### src/rtl/switch_pkg.sv
// ----------------------------------------------------------------------------
// switch_pkg
// Shared definitions for the H-bridge switch bank:
//   - signed 2-bit level codes (+1, 0, -1, invalid)
//   - steady-state gate patterns for a non-inverted bridge
//   - per-leg FSM state encoding
//   - pattern(level, invert) helper that maps a level code to gate drives
// ----------------------------------------------------------------------------
package switch_pkg;

    localparam logic [1:0] LVL_ZERO = 2'b00;
    localparam logic [1:0] LVL_POS  = 2'b01;
    localparam logic [1:0] LVL_NEG  = 2'b11;
    localparam logic [1:0] LVL_INV  = 2'b10;

    localparam logic [3:0] PAT_POS  = 4'b0110;
    localparam logic [3:0] PAT_ZERO = 4'b0101;
    localparam logic [3:0] PAT_NEG  = 4'b1001;

    typedef enum logic {
        STEADY = 1'b0,
        DEAD   = 1'b1
    } leg_state_t;

    // An inverted bridge (secondary polarity) swaps the +1 and -1 patterns.
    // The invalid code never reaches a register, but maps to all-off anyway.
    function automatic logic [3:0] pattern(input logic [1:0] lvl, input logic invert);
        logic [3:0] pat;
        case (lvl)
            LVL_POS:  pat = invert ? PAT_NEG : PAT_POS;
            LVL_ZERO: pat = PAT_ZERO;
            LVL_NEG:  pat = invert ? PAT_POS : PAT_NEG;
            default:  pat = 4'b0000;
        endcase
        return pat;
    endfunction

endpackage

### src/rtl/bridge_leg_fsm.sv
// ----------------------------------------------------------------------------
// bridge_leg_fsm
// One H-bridge: holds the current level, and on a valid level change walks
// through a deadtime interval before committing the new level.
// Ports:
//   clk, rst_n   : clock, asynchronous active-low reset
//   hold         : force STEADY at level 0 (fault / disable from the top)
//   level [1:0]  : requested signed level code
//   deadtime     : deadtime length in clocks minus one
//   gate  [3:0]  : raw gate pattern (not yet fault/enable gated)
//   busy         : high while in deadtime
// ----------------------------------------------------------------------------
module bridge_leg_fsm
    import switch_pkg::*;
#(
    parameter int   DT_W   = 8,
    parameter logic INVERT = 1'b0
) (
    input  logic            clk,
    input  logic            rst_n,
    input  logic            hold,
    input  logic [1:0]      level,
    input  logic [DT_W-1:0] deadtime,
    output logic [3:0]      gate,
    output logic            busy
);

    leg_state_t      state, state_nx;
    logic [1:0]      cur_lvl, cur_nx;
    logic [1:0]      tgt_lvl, tgt_nx;
    logic [DT_W-1:0] dt_lat, dt_nx;
    logic [DT_W-1:0] count, count_nx;

    always_ff @(posedge clk or negedge rst_n) begin
        if (!rst_n) begin
            state   <= STEADY;
            cur_lvl <= LVL_ZERO;
            tgt_lvl <= LVL_ZERO;
            dt_lat  <= '0;
            count   <= '0;
        end else begin
            state   <= state_nx;
            cur_lvl <= cur_nx;
            tgt_lvl <= tgt_nx;
            dt_lat  <= dt_nx;
            count   <= count_nx;
        end
    end

    // Level changes are only looked at in STEADY, so anything requested
    // during deadtime is picked up on the first STEADY cycle afterwards.
    // The deadtime length is latched on entry so mid-transition edits of
    // the deadtime input cannot stretch or cut the running interval.
    always_comb begin
        state_nx = state;
        cur_nx   = cur_lvl;
        tgt_nx   = tgt_lvl;
        dt_nx    = dt_lat;
        count_nx = count;
        gate     = pattern(cur_lvl, INVERT);
        busy     = 1'b0;

        if (hold) begin
            state_nx = STEADY;
            cur_nx   = LVL_ZERO;
            count_nx = '0;
        end else begin
            case (state)
                STEADY: begin
                    count_nx = '0;
                    if (level != LVL_INV && level != cur_lvl) begin
                        state_nx = DEAD;
                        tgt_nx   = level;
                        dt_nx    = deadtime;
                    end
                end
                DEAD: begin
                    if (count == dt_lat) begin
                        state_nx = STEADY;
                        cur_nx   = tgt_lvl;
                        count_nx = '0;
                    end else begin
                        count_nx = count + DT_W'(1);
                    end
                end
                default: begin
                    state_nx = STEADY;
                    count_nx = '0;
                end
            endcase
        end

        // Only switches that are on in both the old and new pattern stay on,
        // which keeps both devices of a leg off during the swap.
        if (state == DEAD) begin
            gate = pattern(cur_lvl, INVERT) & pattern(tgt_lvl, INVERT);
            busy = 1'b1;
        end
    end

endmodule

### src/rtl/switch_bank.sv
// ----------------------------------------------------------------------------
// switch_bank
// Bank of N_BR H-bridges with per-bridge deadtime insertion, a latched
// emergency stop and a run enable.
// Ports:
//   clk, rst_n    : clock, asynchronous active-low reset
//   en            : run enable (0 forces all gates off, levels to 0)
//   fault         : emergency stop, kills gates combinationally
//   fault_clr     : clears the latched fault when fault is low
//   deadtime      : deadtime length in clocks minus one
//   level         : 2-bit signed level per bridge, bridge b at [2b+1:2b]
//   gate          : 4 gate drives per bridge, bridge b at [4b+3:4b]
//   busy          : bit b high while bridge b is in deadtime
//   fault_latched : sticky fault status
// ----------------------------------------------------------------------------
module switch_bank
    import switch_pkg::*;
#(
    parameter int              N_BR     = 2,
    parameter int              DT_W     = 8,
    parameter logic [N_BR-1:0] INV_MASK = 2'b10
) (
    input  logic              clk,
    input  logic              rst_n,
    input  logic              en,
    input  logic              fault,
    input  logic              fault_clr,
    input  logic [DT_W-1:0]   deadtime,
    input  logic [2*N_BR-1:0] level,
    output logic [4*N_BR-1:0] gate,
    output logic [N_BR-1:0]   busy,
    output logic              fault_latched
);

    logic hold;
    logic gate_off;

    // Fault takes priority over clear so a held fault can never be cleared.
    always_ff @(posedge clk or negedge rst_n) begin
        if (!rst_n) begin
            fault_latched <= 1'b0;
        end else if (fault) begin
            fault_latched <= 1'b1;
        end else if (fault_clr) begin
            fault_latched <= 1'b0;
        end
    end

    assign hold     = fault | fault_latched | ~en;
    // Reset is included so the gates drop with rst_n without waiting for
    // the leg registers, independent of en.
    assign gate_off = hold | ~rst_n;

    for (genvar b = 0; b < N_BR; b++) begin : g_leg
        logic [3:0] leg_gate;
        logic       leg_busy;

        bridge_leg_fsm #(
            .DT_W   (DT_W),
            .INVERT (INV_MASK[b])
        ) u_leg (
            .clk      (clk),
            .rst_n    (rst_n),
            .hold     (hold),
            .level    (level[2*b +: 2]),
            .deadtime (deadtime),
            .gate     (leg_gate),
            .busy     (leg_busy)
        );

        assign gate[4*b +: 4] = gate_off ? 4'b0000 : leg_gate;
        assign busy[b]        = leg_busy;
    end

endmodule
### config.mk
export PLATFORM = sky130hd
export DESIGN_NAME = switch_bank
export DESIGN_NICKNAME = d
export VERILOG_FILES = /design/src/rtl/switch_pkg.sv /design/src/rtl/bridge_leg_fsm.sv /design/src/rtl/switch_bank.sv
export SDC_FILE = /design/constraint.sdc
export NUM_CORES = 1
export LEC_CHECK = 0
export BUFFER_PORTS_ARGS = -buffer_cell sky130_fd_sc_hd__clkbuf_2
export CAP_MARGIN = 20
export CORE_ASPECT_RATIO = 1.1
export CORE_UTILIZATION = 56
export DETAILED_ROUTE_END_ITERATION = 10
export GPL_TIMING_DRIVEN = 0
export PLACE_DENSITY = 0.79
export SYNTH_ARGS = -nofsm -noshare
export SYNTH_HDL_FRONTEND = slang
export SYNTH_HIERARCHICAL = 1
export SYNTH_SLANG_ARGS = --single-unit
### constraint.sdc
create_clock -name clk -period 2 [get_ports clk]
set_clock_uncertainty 0.2 [all_clocks]
set_input_delay 0.4 -clock clk [delete_from_list [all_inputs] [get_ports clk]]
set_output_delay 0.4 -clock clk [all_outputs]
set_load 0.01 [all_outputs]
* Yosys cells after proc, flatten, opt, wreduce, memory -nomap -nowiden
Index checks and enable logic that the tools add are counted.
** Operators by class
- $add $sub $neg :: 2
- Equal/unequal tests :: 14
- Multiplexer cells :: 36
- Bitwise operators :: 10
- Reduce and logical (&&, ||, !) cells :: 15
** Operator list (number)
- $pmux W4 S3 :: 4
- $mux W4 :: 8
- $mux W8 :: 4
- $pmux W8 S2 :: 2
- $add A8 B1 Y8 const B :: 2
- $eq A8 B8 Y1 :: 2
- $mux W2 :: 6
- $mux W1 :: 10
- $reduce_bool A2 Y1 :: 5
- $and A4 B4 Y4 :: 2
- $eq A2 B1 Y1 const B :: 4
- $eq A2 B2 Y1 const B :: 4
- $logic_not A2 Y1 :: 4
- $reduce_and A3 Y1 :: 2
- $not A1 Y1 :: 5
- $ne A2 B2 Y1 :: 2
- $ne A2 B2 Y1 const B :: 2
- $pmux W1 S2 :: 2
- $reduce_and A2 Y1 :: 2
- $or A1 B1 Y1 :: 3
- $logic_and A1 B1 Y1 :: 2
** Storage, ports and cells
- Register bits :: 43
- Input port bits :: 17
- Output and inout bits :: 11

* Longest topological paths before layout
- Depth in word-level cells :: 6
- Depth in mapped cells :: 6

* Modules after synthesis
The synthesis kept the hierarchy.
** Modules (own cells, without submodules)
- bridge_leg_fsm at g_leg[1].u_leg :: times used 1, cells each 101, area an instance 1187.4 um^2
- bridge_leg_fsm at g_leg[0].u_leg :: times used 1, cells each 97, area an instance 1153.6 um^2
- switch_bank :: times used 1, cells each 16, area an instance 125.1 um^2

* Worst setup path before layout
Ideal clock, no wire load.
- Kind :: reg-to-output
- From :: register g_leg[1].u_leg.tgt_lvl[0]
- To :: output port gate[4]
- Arrival time :: 1172 ps
- Setup slack :: 228 ps
- Stages on the path, launching flop included :: 6
- Path buffers :: 0
- Cell sequence :: dfrtp_1 -> inv_1 -> ha_1 -> o21bai_1 -> a211oi_1 -> and2_1
** Between the ends
- Cells in the longest elaborated chain, start to end :: 6
- Elaborated cells on any way between the ends :: 8
** RTL lines
- start: declaration :: line bridge_leg_fsm.sv:30 : logic [1:0] tgt_lvl, tgt_nx;
- start signal: assignment :: line bridge_leg_fsm.sv:44 : tgt_lvl <= tgt_nx;
- $eq A2 B2 Y1, or another cell as far along :: line switch_pkg.sv:29 : case (lvl)
- $pmux W4 S3 (*) :: line switch_pkg.sv:29
- $mux W4 (*) :: line bridge_leg_fsm.sv:95 : if (state == DEAD) begin
- $and A4 B4 Y4 (*) :: line bridge_leg_fsm.sv:96 : gate = pattern(cur_lvl, INVERT) & pattern(tgt_lvl, INVERT);
- $mux W4 (*) :: line bridge_leg_fsm.sv:95
- named net g_leg[1].leg_gate[0] :: line switch_bank.sv:55 : logic [3:0] leg_gate;
- $mux W4 (*) :: line switch_bank.sv:71 : assign gate[4*b +: 4] = gate_off ? 4'b0000 : leg_gate;
- end: declaration :: line switch_bank.sv:30 : output logic [4*N_BR-1:0] gate,
Mark *: on every way through the listed nets, which the timed path passes. The rest lies on a longest branch. The select of a mux whose other input is x is not followed.

* Final worst setup path
- From :: register g_leg[0].u_leg.tgt_lvl[0]
- To :: output port gate[2]
** Between the ends
- Cells in the longest elaborated chain, start to end :: 6
- Elaborated cells on any way between the ends :: 8
** RTL lines (line)
- start: declaration :: bridge_leg_fsm.sv:30
- start signal: assignment :: bridge_leg_fsm.sv:44
- $eq A2 B2 Y1, or another cell as far along :: switch_pkg.sv:29
- $pmux W4 S3 (*) :: switch_pkg.sv:29
- $mux W4 (*) :: bridge_leg_fsm.sv:95
- $and A4 B4 Y4 (*) :: bridge_leg_fsm.sv:96
- $mux W4 (*) :: bridge_leg_fsm.sv:95
- named net g_leg[0].leg_gate[2] :: switch_bank.sv:55
- $mux W4 (*) :: switch_bank.sv:71
Marks and branches as above.

==> run summary <==
Simple-Gate Fraction of Synth Area - 0.1461
Max Fanout on Critical Path - 4
post-synth top area cell - dfrtp_1
status - finished with violations
Crit path arrival time - 1.52 ns
CTS H-tree lvls - 2
drt pass-1 iters - 4
Die H - 71.60 um
wire per inst - 14.58 um
Tot Pwr - 2.152 mW
complex-gate fraction of the synthesized area - 0.05682
FP Rows - 24
most frequent cells in the layout - dfrtp_1, clkbuf_2, nor2_1, xnor2_1, mux2_4
port bufs - 27
clock slew at the register clock pins of the worst setup and hold paths - 0.08 ns
net switching power - 0.5815 mW
Final Cycle Share - 1.061
number of non-filler instances in the completed layout - 314
number of global-route vias before repair - 1661
Gate power share - 0.247
vias post-DR - 1671
Worst setup EP type - primary output
DRC - 0
Final HPWL DP - 3128 um
R2R cell count - 6
unrepaired setup endpoints after global routing - true
final setup fails - 7
Yosys reg bits - 43
max_slew headroom - 0.7185
YS warnings - 6
Synth Area in Adders - 0.09132
RD Place Congestion - 0.7757
clock root buffer - clkbuf_8
Slew Viols, Final - 0
CP Launch Type - flop
initial antenna violation count - 0
Mapped Avg Cell Area - 11.52 sq um
DRT Wirelength - 4578 um
synthesized cell area - 2466 sq um
Worst-Margin Slew - 0.4221 ns
Worst Hold Class - in -> async
CTS tree - yes
area grow syn2layout - 19.94%
post-synthesis mux area share - 0.1350
failing checks - negative hold slack, negative setup slack
Post-Synth XOR/XNOR Area - 0.09944
commonest non-fill, non-tap cell in the layout - dfrtp_1
layout cells sized above 1 - 0.3702
Switching Fraction - 0.2702
Final Hold Vio Count - 43
MaxCap Viol Count - 0
core footprint - 4084 sq um
register area share after synthesis - 0.4363
CTS Buf Count - 5
Req. time, crit path - 1.40 ns
main combinational cell family by area after synthesis - simple AND/OR/NAND/NOR gates
global-route wire length before repair - 7728 um
Reg power frac - 0.497
Crit Path Category - reg -> out
Pleak - 1.391 nW
total placed instance area - 2666 sq um
GRT Overall Usage - 0.2218
cell area after layout - 2958 sq um
final setup margin - -0.1216 ns
vias per cell - 5.322
minimum clock period - 2.122 ns
clk_lat worst skew - 0.29 ns
Post-Synthesis Net Count - 249
diodes inserted - 0
Initial Utilization - 0.6039
chip width - 65.27 um
I/O Pins - 28
DR iter-0 viols - 33
Cell variety after synth - 28
die area - 4673 sq um
clock sink count - 43
pin count of the biggest net entering global routing - 45
clock share of power - 0.257
Hold Slack - -0.1801 ns
Int Pwr - 1.570 mW
cell count after placement - 293
GRT overflow - 0
Synth top area share - 0.4363
Post-DRT Antenna Nets - 0
Max clock buf depth - 2
Total Nets Final - 297
dominant cells by area after synthesis - dfrtp_1, mux2_4, ha_1
Fmax - 0.4713 GHz
highest ir drop seen on vdd - 494.9 uV
Synth Instances - 214
power per cell area - 727.5 nW/um^2
path summary, 6_finish.rpt:
path	startpoint	endpoint	slack (ns)
max	g_leg[0].u_leg/tgt_lvl[0]	gate[2]	-0.12
min	rst_n	g_leg[1].u_leg/tgt_lvl[1]	-0.18
max reg2reg	fault_latched	g_leg[1].u_leg/tgt_lvl[1]	0.20
min reg2reg	g_leg[1].u_leg/dt_lat[2]	g_leg[1].u_leg/dt_lat[2]	0.33
max in group asynchronous	rst_n	g_leg[0].u_leg/tgt_lvl[0]	1.50
min in group clk	fault	fault_latched	0.14
power by group through the flow:
| stage | clock network (mW) | logic [mW] | registers, mW |
|---|---|---|---|
| 5_1_grt | 0.602 | 0.576 | 1.08 |
| 2_1_floorplan | 0 | 0.300 | 1.06 |
| 6_report | 0.552 | 0.531 | 1.07 |
| 4_1_cts | 0.563 | 0.504 | 1.07 |
| 3_5_place_dp | 0 | 0.381 | 1.10 |
| 3_3_place_gp | 0 | 0.364 | 1.09 |
layer usage:
metal | GRT usage | part of all wire | wire, um
met1 | 0.2899 | 0.45 | 2074
met2 | 0.3803 | 0.51 | 2340
met3 | 0.03822 | 0.025 | 114
met5 | 0 | 0 | 0
met4 | 0.05797 | 0.011 | 49
worst max-delay path, cell delays in order, from the launching register on:
cell     delay [ns]
dfrtp_2        0.45
ha_1           0.23
o32a_1         0.30
and2_1         0.13
buf_2          0.13
cell families (layout without fill, tap and decap cells):
family          after synthesis  count (layout)
buf+inv                      17              65
compound gates               18              18
simple gates                 66              66
fa+ha+maj                    18              18
mux                          24              24
flops                        43              43
xor+xnor                     28              28
stage by stage:
stage          setup WS (ns)    util  TNS (ns)  hold slack, ns
5_1_grt              -0.1883  0.7243   -0.8348         -0.1664
4_1_cts              -0.1148  0.7154   -0.3229         -0.1667
2_1_floorplan         0.2277       -         0        -0.09559
3_3_place_gp         -0.5217  0.6529    -4.157          0.2966
6_report             -0.1216  0.7243   -0.3746         -0.1801
3_5_place_dp         -0.5364  0.6529    -4.237          0.3161
cell usage after synthesis:
library cell   n
a211oi_1       1
a21boi_2       2
a21o_1         1
a21oi_1        4
and2_1         8
and3_1         4
and4bb_4       1
buf_4          2
buf_6          2
dfrtp_1       43
ha_1          18
inv_1         13
mux2_1         2
mux2_4        18
mux2i_1        4
nand2_1        3
nand2b_1       8
nand3_1       10
nand4_1        4
nor2_1        22
nor3_2         2
o21a_1         4
o21ai_2        4
o21bai_1       1
o32a_1         1
or2b_1         4
xnor2_1       18
xor2_1        10
final cells by class:
type / instances / area, sq um
Multi-Input combinational cell: 154 / 1373
Fill cell: 307 / 1126
Sequential cell: 43 / 1082
Timing Repair Buffer: 41 / 264.0
Clock buffer: 6 / 82.58
Tap cell: 52 / 65.06
Inverter: 13 / 48.80
Buffer: 4 / 37.54
Clock inverter: 1 / 5.005
state kept, by name, indices dropped and copies added, names as in the netlist:
name and flops:
g_leg.u_leg/count 16, g_leg.u_leg/cur_lvl 4, fault_latched 1, g_leg.u_leg/dt_lat 16
g_leg.u_leg/tgt_lvl 4, g_leg.u_leg/state 2
timing repair:
item,CTS,global route
pin swaps,5,3
resized for setup,23,8
endpoints found under the hold margin,43,43
setup buffers,13,1
setup endpoints to repair,8,8
Power figures use the tool's default switching activity.
